### config.mk
export PLATFORM = sky130hd
export DESIGN_NAME = sync_fifo_top
export DESIGN_NICKNAME = d
export VERILOG_FILES = /design/src/rtl/fifo_pkg.sv /design/src/rtl/fifo_mem.sv /design/src/rtl/sync_fifo_top.sv
export SDC_FILE = /design/constraint.sdc
export NUM_CORES = 1
export LEC_CHECK = 0
export ABC_AREA = 1
export BUFFER_PORTS_ARGS = -buffer_cell sky130_fd_sc_hd__buf_2
export CORE_ASPECT_RATIO = 0.75
export CORE_MARGIN = 2
export CORE_UTILIZATION = 50
export DETAILED_ROUTE_END_ITERATION = 6
export PLACE_DENSITY_LB_ADDON = 0.1
export RECOVER_POWER = 25
export SLEW_MARGIN = 30
export SYNTH_ARGS = -nofsm -noshare
export SYNTH_HDL_FRONTEND = slang
export SYNTH_HIERARCHICAL = 1
export SYNTH_SLANG_ARGS = --single-unit
### constraint.sdc
create_clock -name clk -period 6.4 [get_ports clk]
set_clock_uncertainty 0.15 [all_clocks]
set_input_delay 1.92 -clock clk [delete_from_list [all_inputs] [get_ports clk]]
set_output_delay 1.92 -clock clk [all_outputs]
set_load 0.005 [all_outputs]
### src/rtl/fifo_pkg.sv
// Shared definitions for the single-clock FIFO.
//   fifo_aw()   : address width needed to index `depth` entries (ceil(log2)).
//   FIFO_*      : default configuration (8-bit words, 32 entries).
//   fifo_ptr_t  : pointer type for the default configuration; one bit wider
//                 than the address so full and empty can be told apart.
package fifo_pkg;

    function automatic int fifo_aw(input int depth);
        int aw;
        aw = 0;
        for (int i = 0; i < 31; i++) begin
            if ((1 << i) < depth) begin
                aw = i + 1;
            end
        end
        return aw;
    endfunction

    localparam int FIFO_WIDTH = 8;
    localparam int FIFO_DEPTH = 32;
    localparam int FIFO_AW    = fifo_aw(FIFO_DEPTH);

    typedef logic [FIFO_AW:0] fifo_ptr_t;

endpackage

### src/rtl/fifo_mem.sv
// Simple dual-port RAM, DEPTH x WIDTH, single clock.
//   i_clk      : clock, all activity on the rising edge
//   i_rst      : synchronous active-high reset; clears only the read register
//   i_wr_en    : write strobe (already qualified by the caller)
//   i_wr_addr  : write address
//   i_wr_data  : write data
//   i_rd_en    : read strobe (already qualified by the caller)
//   i_rd_addr  : read address
//   o_rd_data  : registered read data, holds its value when i_rd_en is low
// The storage array is deliberately not reset.
module fifo_mem #(
    parameter int WIDTH = 8,
    parameter int DEPTH = 32,
    parameter int AW    = 5
) (
    input  logic             i_clk,
    input  logic             i_rst,
    input  logic             i_wr_en,
    input  logic [AW-1:0]    i_wr_addr,
    input  logic [WIDTH-1:0] i_wr_data,
    input  logic             i_rd_en,
    input  logic [AW-1:0]    i_rd_addr,
    output logic [WIDTH-1:0] o_rd_data
);

    logic [WIDTH-1:0] r_mem [DEPTH];
    logic [WIDTH-1:0] r_rd_data;

    always_ff @(posedge i_clk) begin
        if (i_wr_en) begin
            r_mem[i_wr_addr] <= i_wr_data;
        end
    end

    always_ff @(posedge i_clk) begin
        if (i_rst) begin
            r_rd_data <= '0;
        end else if (i_rd_en) begin
            r_rd_data <= r_mem[i_rd_addr];
        end
    end

    assign o_rd_data = r_rd_data;

endmodule

### src/rtl/sync_fifo_top.sv
// Single-clock FIFO with registered read data, full/empty flags and exposed
// binary pointers.
//   clk      : clock, rising edge
//   rst      : synchronous active-high reset (priority over wr_en/rd_en)
//   wr_data  : write data, captured when a write is accepted
//   wr_en    : write request
//   full     : FIFO holds DEPTH entries
//   rd_data  : registered read data, valid the cycle after an accepted read
//   rd_en    : read request
//   empty    : FIFO holds no entries
//   ptr_w    : write pointer, MSB is the wrap bit
//   ptr_r    : read pointer, MSB is the wrap bit
//
// Handshake: a write transfers on a rising edge where wr_en=1 and full=0; a
// read transfers on a rising edge where rd_en=1 and empty=0. Requests made
// while the matching flag is set are dropped, not held.
// DEPTH must be a power of two >= 2 so the pointers wrap naturally.
module sync_fifo_top
    import fifo_pkg::*;
#(
    parameter int WIDTH = FIFO_WIDTH,
    parameter int DEPTH = FIFO_DEPTH,
    localparam int AW   = fifo_aw(DEPTH)
) (
    input  logic             clk,
    input  logic             rst,
    input  logic [WIDTH-1:0] wr_data,
    input  logic             wr_en,
    output logic             full,
    output logic [WIDTH-1:0] rd_data,
    input  logic             rd_en,
    output logic             empty,
    output logic [AW:0]      ptr_w,
    output logic [AW:0]      ptr_r
);

    logic [AW:0] r_ptr_w;
    logic [AW:0] r_ptr_r;
    logic        w_wr_acc;
    logic        w_rd_acc;
    logic        w_empty;
    logic        w_full;

    // Same address with differing wrap bits means the writer is a full lap ahead.
    assign w_empty = (r_ptr_w == r_ptr_r);
    assign w_full  = (r_ptr_w[AW] != r_ptr_r[AW]) &&
                     (r_ptr_w[AW-1:0] == r_ptr_r[AW-1:0]);

    // Gating the RAM write with rst keeps a reset cycle from touching storage.
    assign w_wr_acc = wr_en & ~w_full & ~rst;
    assign w_rd_acc = rd_en & ~w_empty;

    always_ff @(posedge clk) begin
        if (rst) begin
            r_ptr_w <= '0;
            r_ptr_r <= '0;
        end else begin
            if (w_wr_acc) begin
                r_ptr_w <= r_ptr_w + (AW+1)'(1);
            end
            if (w_rd_acc) begin
                r_ptr_r <= r_ptr_r + (AW+1)'(1);
            end
        end
    end

    fifo_mem #(
        .WIDTH (WIDTH),
        .DEPTH (DEPTH),
        .AW    (AW)
    ) u_mem (
        .i_clk     (clk),
        .i_rst     (rst),
        .i_wr_en   (w_wr_acc),
        .i_wr_addr (r_ptr_w[AW-1:0]),
        .i_wr_data (wr_data),
        .i_rd_en   (w_rd_acc),
        .i_rd_addr (r_ptr_r[AW-1:0]),
        .o_rd_data (rd_data)
    );

    assign full  = w_full;
    assign empty = w_empty;
    assign ptr_w = r_ptr_w;
    assign ptr_r = r_ptr_r;

endmodule

Yosys cells after proc, flatten, opt, wreduce, memory -nomap -nowiden. Memory sizes are Yosys's and may differ from the RTL's. A register that Yosys moved wholly into a read port is not among the register bits. Index checks and enable logic that the tools add are counted.

Register bits: 12. Bits in latches: 0. Bits in writable memories: 256. ROM bits: 0. Output and inout port bits: 22. Logic and storage cells: 17. Memories: 1.

Memories: u_mem.r_mem (words 32, width 8, read ports 1, clocked after memory_dff 1, write ports 1, line fifo_mem.sv:26) `logic [WIDTH-1:0] r_mem [DEPTH];`.

$add $sub $neg: 2. Multiply operators: 0. Divide/modulo/power cells: 0. $lt $le $gt $ge: 0. Equality and inequality tests: 3. Shift-type cells: 0. Muxes and demuxes: 2. Bitwise logic cells: 6. Reductions and logical operators: 1.

Operator list (number): $add A6 B1 Y6 const B (2); $eq A6 B6 Y1 (1); $eq A5 B5 Y1 (1); $and A1 B1 Y1 (3); $not A1 Y1 (3); $mux W1 (2); $logic_and A1 B1 Y1 (1); $ne A1 B1 Y1 (1).

Logic depth before layout (Yosys ltp). Gate-level depths: netlist of the first run.

Depth after elaboration: 7. Mapped depth: 11.

Hierarchy. The synthesis of the first run kept the hierarchy.

Modules (own cells, without submodules): fifo_mem (instances 1, cells each 924, area an instance 10790.3 um^2, sequential area each 7847.5 um^2); sync_fifo_top (instances 1, cells each 114, area an instance 784.5 um^2, sequential area each 240.2 um^2).

Worst setup path after synthesis of the first run. Ideal clock, no wire load.

Kind: in2reg. Start point: in wr_en. End point: mem u_mem.r_mem[11][0], enable pin. Library setup time: 370 ps. Arrival: 2940 ps. Setup slack: 2940 ps. Stages: 5. Buffers on the path: 1. Path through: clkbuf_8 nand2_4 nor2_1 nand3_1 nor2_1.

Word-level cells in the longest chain between the ends: 4.

Ends and longest elaborated chain: start: declaration (line sync_fifo_top.sv:28) `input logic wr_en,`; $and A1 B1 Y1 (2 in series) (line sync_fifo_top.sv:50) `assign w_wr_acc = wr_en & ~w_full & ~rst;`; via w_wr_acc (line sync_fifo_top.sv:39) `logic w_wr_acc;`; $mux W1 (line fifo_mem.sv:30) `if (i_wr_en) begin`; $mux W1 (implied by the code) (line fifo_mem.sv:31) `r_mem[i_wr_addr] <= i_wr_data;`; end: declaration (line fifo_mem.sv:26).

The timed path passes the listed nets, and every way through them passes these cells.

Final worst setup path of the first run.
Start point: reg r_ptr_r[3], in the netlist ptr_r[3]. End point: out full.

Word-level cells in the longest chain between the ends: 2.

Ends and longest elaborated chain: start: declaration (line sync_fifo_top.sv:38) `logic [AW:0] r_ptr_r;`; start signal: assignment (line sync_fifo_top.sv:62) `r_ptr_r <= r_ptr_r + (AW+1)'(1);`; $eq A5 B5 Y1 (line sync_fifo_top.sv:47) `(r_ptr_w[AW-1:0] == r_ptr_r[AW-1:0]);`; $logic_and A1 B1 Y1 (line sync_fifo_top.sv:46) `assign w_full = (r_ptr_w[AW] != r_ptr_r[AW]) &&`; end: declaration (line sync_fifo_top.sv:29) `output logic full,`.

Every way passes these cells.

==> results of run 1 <==
[final timing paths]
path / from / end / slack (ns) / cells after the start
worst max-delay path: ptr_r[3] / full / 1.75 / 7
worst min-delay path: u_mem/o_rd_data[6] / u_mem/o_rd_data[6] / 0.38 / 2
worst max register to register: ptr_r[0] / u_mem/r_mem[25][5] / 2.50 / 8
worst min register to register: u_mem/o_rd_data[6] / u_mem/o_rd_data[6] / 0.38 / 2
[synth_stat cells, drive strengths merged]
library cell    n  area [sq um]
xor2            4          35.0
a21oi          14          81.3
nand2         356          1350
o21ai          10          50.1
nor2           48           195
xnor2           2          17.5
dfxtp          20           400
clkbuf         11          51.3
nand4           6          50.0
nand3         233          1170
inv            31           116
edfxtp        256          7690
nor3            1          5.00
ha              2          25.0
buf            44           335
[kinds of logic (layout without fill, tap and decap cells)]
logic type | Yosys count | count (layout) | synth area share (%)
buffers and inverters | 86 | 116 | 4.35
and+or+nand+nor | 644 | 644 | 24.0
AOI/OAI and AO/OA | 24 | 24 | 1.14
DFF | 276 | 276 | 69.9
adders and majority gates | 2 | 2 | 0.216
xor gates and xnor gates | 6 | 6 | 0.454
[metrics by stage]
stage	instance area, sq um	hold WS [ns]	setup WS [ns]
floorplan	11600	0.345	2.94
global placement	11800	0.361	2.07
detailed placement	11800	0.359	2.00
CTS	12600	0.369	2.01
global route	12500	0.413	1.44
finish	12500	0.375	1.75
[state kept, by name (all words and copies together), names as in the netlist]
register	count
ptr_r	6
ptr_w	6
u_mem/o_rd_data	8
u_mem/r_mem	256
[worst max-delay path: cells and delay by family (launching register included)]
| kind | cells | cell delay [ns] |
|---|---|---|
| flops | 1 | 0.80 |
| simple gates | 4 | 0.80 |
| buf+inv | 3 | 0.45 |
[metal layers]
| metal | share of wire (%) | routed length, microns | up-vias | global-route usage, % |
|---|---|---|---|---|
| met5 | 0 | 0 | - | 0 |
| met4 | 1.9 | 554 | 0 | 5.33 |
| met3 | 7.5 | 2180 | 35 | 4.01 |
| met2 | 44 | 12800 | 288 | 36.6 |
| met1 | 47 | 13500 | 3697 | 36.8 |
| li1 | - | - | 3618 | - |
[power groups by stage]
| stage | Sequential, W | Combinational (W) | Clock, W |
|---|---|---|---|
| finish | 0.00203 | 0.000457 | 0.00144 |
| global route | 0.00203 | 0.000509 | 0.00155 |
| CTS | 0.00202 | 0.000459 | 0.00147 |
| detailed placement | 0.00206 | 0.000458 | 0 |
| global placement | 0.00206 | 0.000460 | 0 |
| floorplan | 0.00204 | 0.000334 | 0 |
[layout make-up]
type	instances	area, sq um
fillers	2008	10300
flip-flops and latches	276	8090
multi-input cells	676	2960
clock buffers	33	698
well taps	300	375
repair buffers	37	188
inverters	31	121
clock inverters	15	95.1
==> impl_metrics.toml, run 1 <==
[route]
final_antenna_net_count = 0
wirelength_microns = 29100
drc = 0
vias = 7638
drt_first_pass_iters = 5
detail_route.vias_per_cell = 5.58
wl_per_cell_microns = 21.3
drt-initial-drc-count = 832

[power_and_ir_drop]
internal_power_w = 0.00292
clockPowerShare_pct = 36.7
p_sw_share_pct = 25.6
seqPwrFrac_pct = 51.6
leakage_nw = 4.52
p_sw_w = 0.00101
combPwrFrac_pct = 11.6
p_total_w = 0.00393
powerDensity_mw_per_mm2 = 313
irDropWorstVdd_v = 0.000261

[worst_setup_path]
slowest_delay_ns = 0.80
end_kind = "primary output"
worst_setup_path_start_kind = "flop"
crit_fanout = 23
critPathKind = "reg2out"
crit_chain = "inv_1 > nand2_1 > nand2_1 > nor2_1 > nand4_1 > inv_1 > buf_2"
crit_required_ns = 4.33
cp.arrival_ns = 2.58
slowest_stage = "dfxtp_1"

[logic_synthesis]
synthCells = 1038
seq_area_frac_synth_pct = 69.9
syn_area_sq_mm = 0.0116
synth_fp_nets = 1052
avgSynthCellArea_sq_um = 11.2
ys_ff_latch = 276
synth.distinct_cells = 26
yosysWarnings = 6

[finish]
layout_common_cells = "nand2_1 (354), edfxtp_1 (256), nand3_1 (232)"
drive_gt1_share_pct = 7.58
utilization_pct = 54.8
final_cells = 1368
nets = 1063
layout_commonest_cell = "nand2_1"
syn_to_final_growth_pct = 8.27
diodes = 0

[job]
drv_cap = 6

[placed_design]
numPortBuffers = 33
gp_congestion = 0.817
dpl.hpwl_microns = 17600
place_inst = 1320

[grt]
antenna_found_initial = 0
grt_max_degree = 77
grt_pass1_wl_microns = 43700
grt_overflow_total = 0
first_global_vias = 7062
grt_usage_pct = 24.1

[die]
die_x_microns = 180
die_h_microns = 136
num_rows = 48
die-area_sq_mm = 0.0244
io_pins = 34
initial_utilization_pct = 50.6
coreArea_sq_mm = 0.0229

[clock_network]
cts_root_buffer = "clkbuf_16"
holdBufCountCts = 0
clockBufferDepth = 3
cts_resized = 0
htreeDepth = 1
worstSkewPairLatency_ns = 0.53
cts_tree = "done"
cts.clk_slew.worst_paths_ns = 0.06
cts_setup_buffers = 0
cts-buffers-inserted = 27
cts_sinks = 276

[sta]
maxSlewViolCount = 198
finalSetupViolCount = 0
fin_setup_tns_ns = 0
max_clock_freq_mhz = 215
timing.final.crit_period_ns = 4.65
grt_setup_unrepaired = "no"
worstMarginPinSlew_ns = 1.97
hold_violations = 0
slew_headroom_pct = -31.5
fin_crit_sh_pct = 72.6

[run_status]
status = "finished, violations left"
failed_checks = "max-capacitance violations, max-slew violations"

[hold_path]
hold_path_class = "reg2reg"
No activity file was read; power rests on OpenSTA's default activity.
==> run 2: changes to the inputs <==
Clock period 6.4 ns to 3.9 ns, I/O delays scaled along.
==> impl_metrics.toml, run 2 (synthesis gave the netlist of run 1 again) <==
[run_status]
status = "finished, violations left"
failed_checks = "max-capacitance violations, max-slew violations"

[power_and_ir_drop]
clockPowerShare_pct = 38.1
powerDensity_mw_per_mm2 = 512
irDropWorstVdd_v = 0.000350
p_sw_share_pct = 25.5
p_total_w = 0.00663
p_sw_w = 0.00169
internal_power_w = 0.00494
leakage_nw = 4.79
seqPwrFrac_pct = 49.7
combPwrFrac_pct = 12.2

[route]
drt-initial-drc-count = 1004
detail_route.vias_per_cell = 5.53
drt_first_pass_iters = 5
final_antenna_net_count = 0
drc = 0
vias = 7802
wl_per_cell_microns = 20.5
wirelength_microns = 29000

[finish]
nets = 1107
finish.instance_area_sq_mm = 0.0130
layout_common_cells = "nand2_1 (353), edfxtp_1 (256), nand3_1 (232)"
drive_gt1_share_pct = 12.2
largest_reg_flops = 256
layout_commonest_cell = "nand2_1"
diodes = 0
largest_register = "u_mem/r_mem"
syn_to_final_growth_pct = 11.9

[worst_setup_path]
crit_chain = "inv_1 > nand2_1 > nand2_1 > nor2_2 > nand4_2 > inv_1 > buf_2"
regToRegSetupSlack_ns = 0.99
crit_required_ns = 2.58
worst_setup_path_start_kind = "flop"
slowest_stage = "dfxtp_1"
slowest_delay_ns = 0.51
end_kind = "primary output"
cp.arrival_ns = 2.05
endpoint = "full"
reg2reg_to = "u_mem/o_rd_data[6]"
reg2reg_from = "ptr_r[0]"
critPathKind = "reg2out"
crit_fanout = 13
crit_path_start = "ptr_w[3]"
reg2regPathDepth = 10

[die]
coreArea_sq_mm = 0.0229
num_rows = 48
die-area_sq_mm = 0.0244
die_h_microns = 136
die_x_microns = 180
initial_utilization_pct = 50.6
io_pins = 34

[placed_design]
place_area_sq_mm = 0.0121
gp_congestion = 0.827
dpl.hpwl_microns = 17600
numPortBuffers = 33

[clock_network]
cts.clk_slew.worst_paths_ns = 0.06
cts_setup_buffers = 0
holdBufCountCts = 0
cts_tree = "done"
htreeDepth = 1
cts-buffers-inserted = 27
cts_root_buffer = "clkbuf_16"
cts_sinks = 276
worstSkewPairLatency_ns = 0.53
cts_resized = 0
clockBufferDepth = 3

[sta]
maxSlewViolCount = 165
hold_violations = 0
finalSetupViolCount = 0
worstMarginPinSlew_ns = 1.84
fin_crit_sh_pct = 86.5
timing.final.crit_period_ns = 3.37
max_clock_freq_mhz = 297
slew_headroom_pct = -22.5
fin_setup_tns_ns = 0
grt_setup_unrepaired = "no"

[grt]
grt_overflow_total = 0
grt_usage_pct = 23.8
grt_pass1_wl_microns = 43800
first_global_vias = 7320
grt_max_degree = 72
antenna_found_initial = 0

[hold_path]
hold_path_class = "reg2reg"

[job]
drv_cap = 5
==> run 2: layer usage <==
layer	GRT usage, %	up-vias	share of wire (%)
met5	0	-	0
met4	4.88	0	1.6
met3	3.49	36	7.6
met2	35.6	307	44
met1	37.1	3749	47
li1	-	3710	-
==> run 2: final cells by class <==
type,instances,area (sq um)
Clock buffer,31,691
Fill cell,1960,9930
Sequential cell,276,8090
Tap cell,300,375
Timing Repair Buffer,81,532
Inverter,31,119
Clock inverter,16,161
Multi-Input combinational cell,676,2980
==> run 2: how the worst min path moves through the flow <==
stage | from | end | depth (start not counted)
after CTS | u_mem/o_rd_data[4] | u_mem/o_rd_data[4] | 2
after global placement | u_mem/o_rd_data[1] | u_mem/o_rd_data[1] | 2
after detailed placement | u_mem/o_rd_data[4] | u_mem/o_rd_data[4] | 2
after global routing | u_mem/o_rd_data[4] | u_mem/o_rd_data[4] | 2
final | u_mem/o_rd_data[4] | u_mem/o_rd_data[4] | 2
after floorplan | ptr_r[5] | ptr_r[5] | 2
==> run 2: power groups by stage <==
stage | combinational [W] | clock [W] | sequential [W]
2_1_floorplan | 0.000548 | 0 | 0.00334
3_3_place_gp | 0.000798 | 0 | 0.00335
3_5_place_dp | 0.000802 | 0 | 0.00335
4_1_cts | 0.000805 | 0.00255 | 0.00329
5_1_grt | 0.000894 | 0.00267 | 0.00330
6_report | 0.000811 | 0.00252 | 0.00329
==> run 2: through the flow <==
| step | cells | setup WS [ns] | hold WS, ns | util, % |
|---|---|---|---|---|
| 2_1_floorplan | 1038 | 1.19 | 0.345 | - |
| 3_3_place_gp | 1364 | 0.959 | 0.358 | 52.9 |
| 3_5_place_dp | 1364 | 0.954 | 0.373 | 52.9 |
| 4_1_cts | 1411 | 0.500 | 0.387 | 56.6 |
| 5_1_grt | 1411 | 0.371 | 0.410 | 56.6 |
| 6_report | 1411 | 0.528 | 0.386 | 56.6 |
==> run 2: worst max-delay path: cells and delay by family (launching register included) <==
| family | cells | cell delay [ns] |
|---|---|---|
| buffers and inverters | 3 | 0.39 |
| AND/OR/NAND/NOR | 4 | 0.63 |
| flip-flops | 1 | 0.51 |
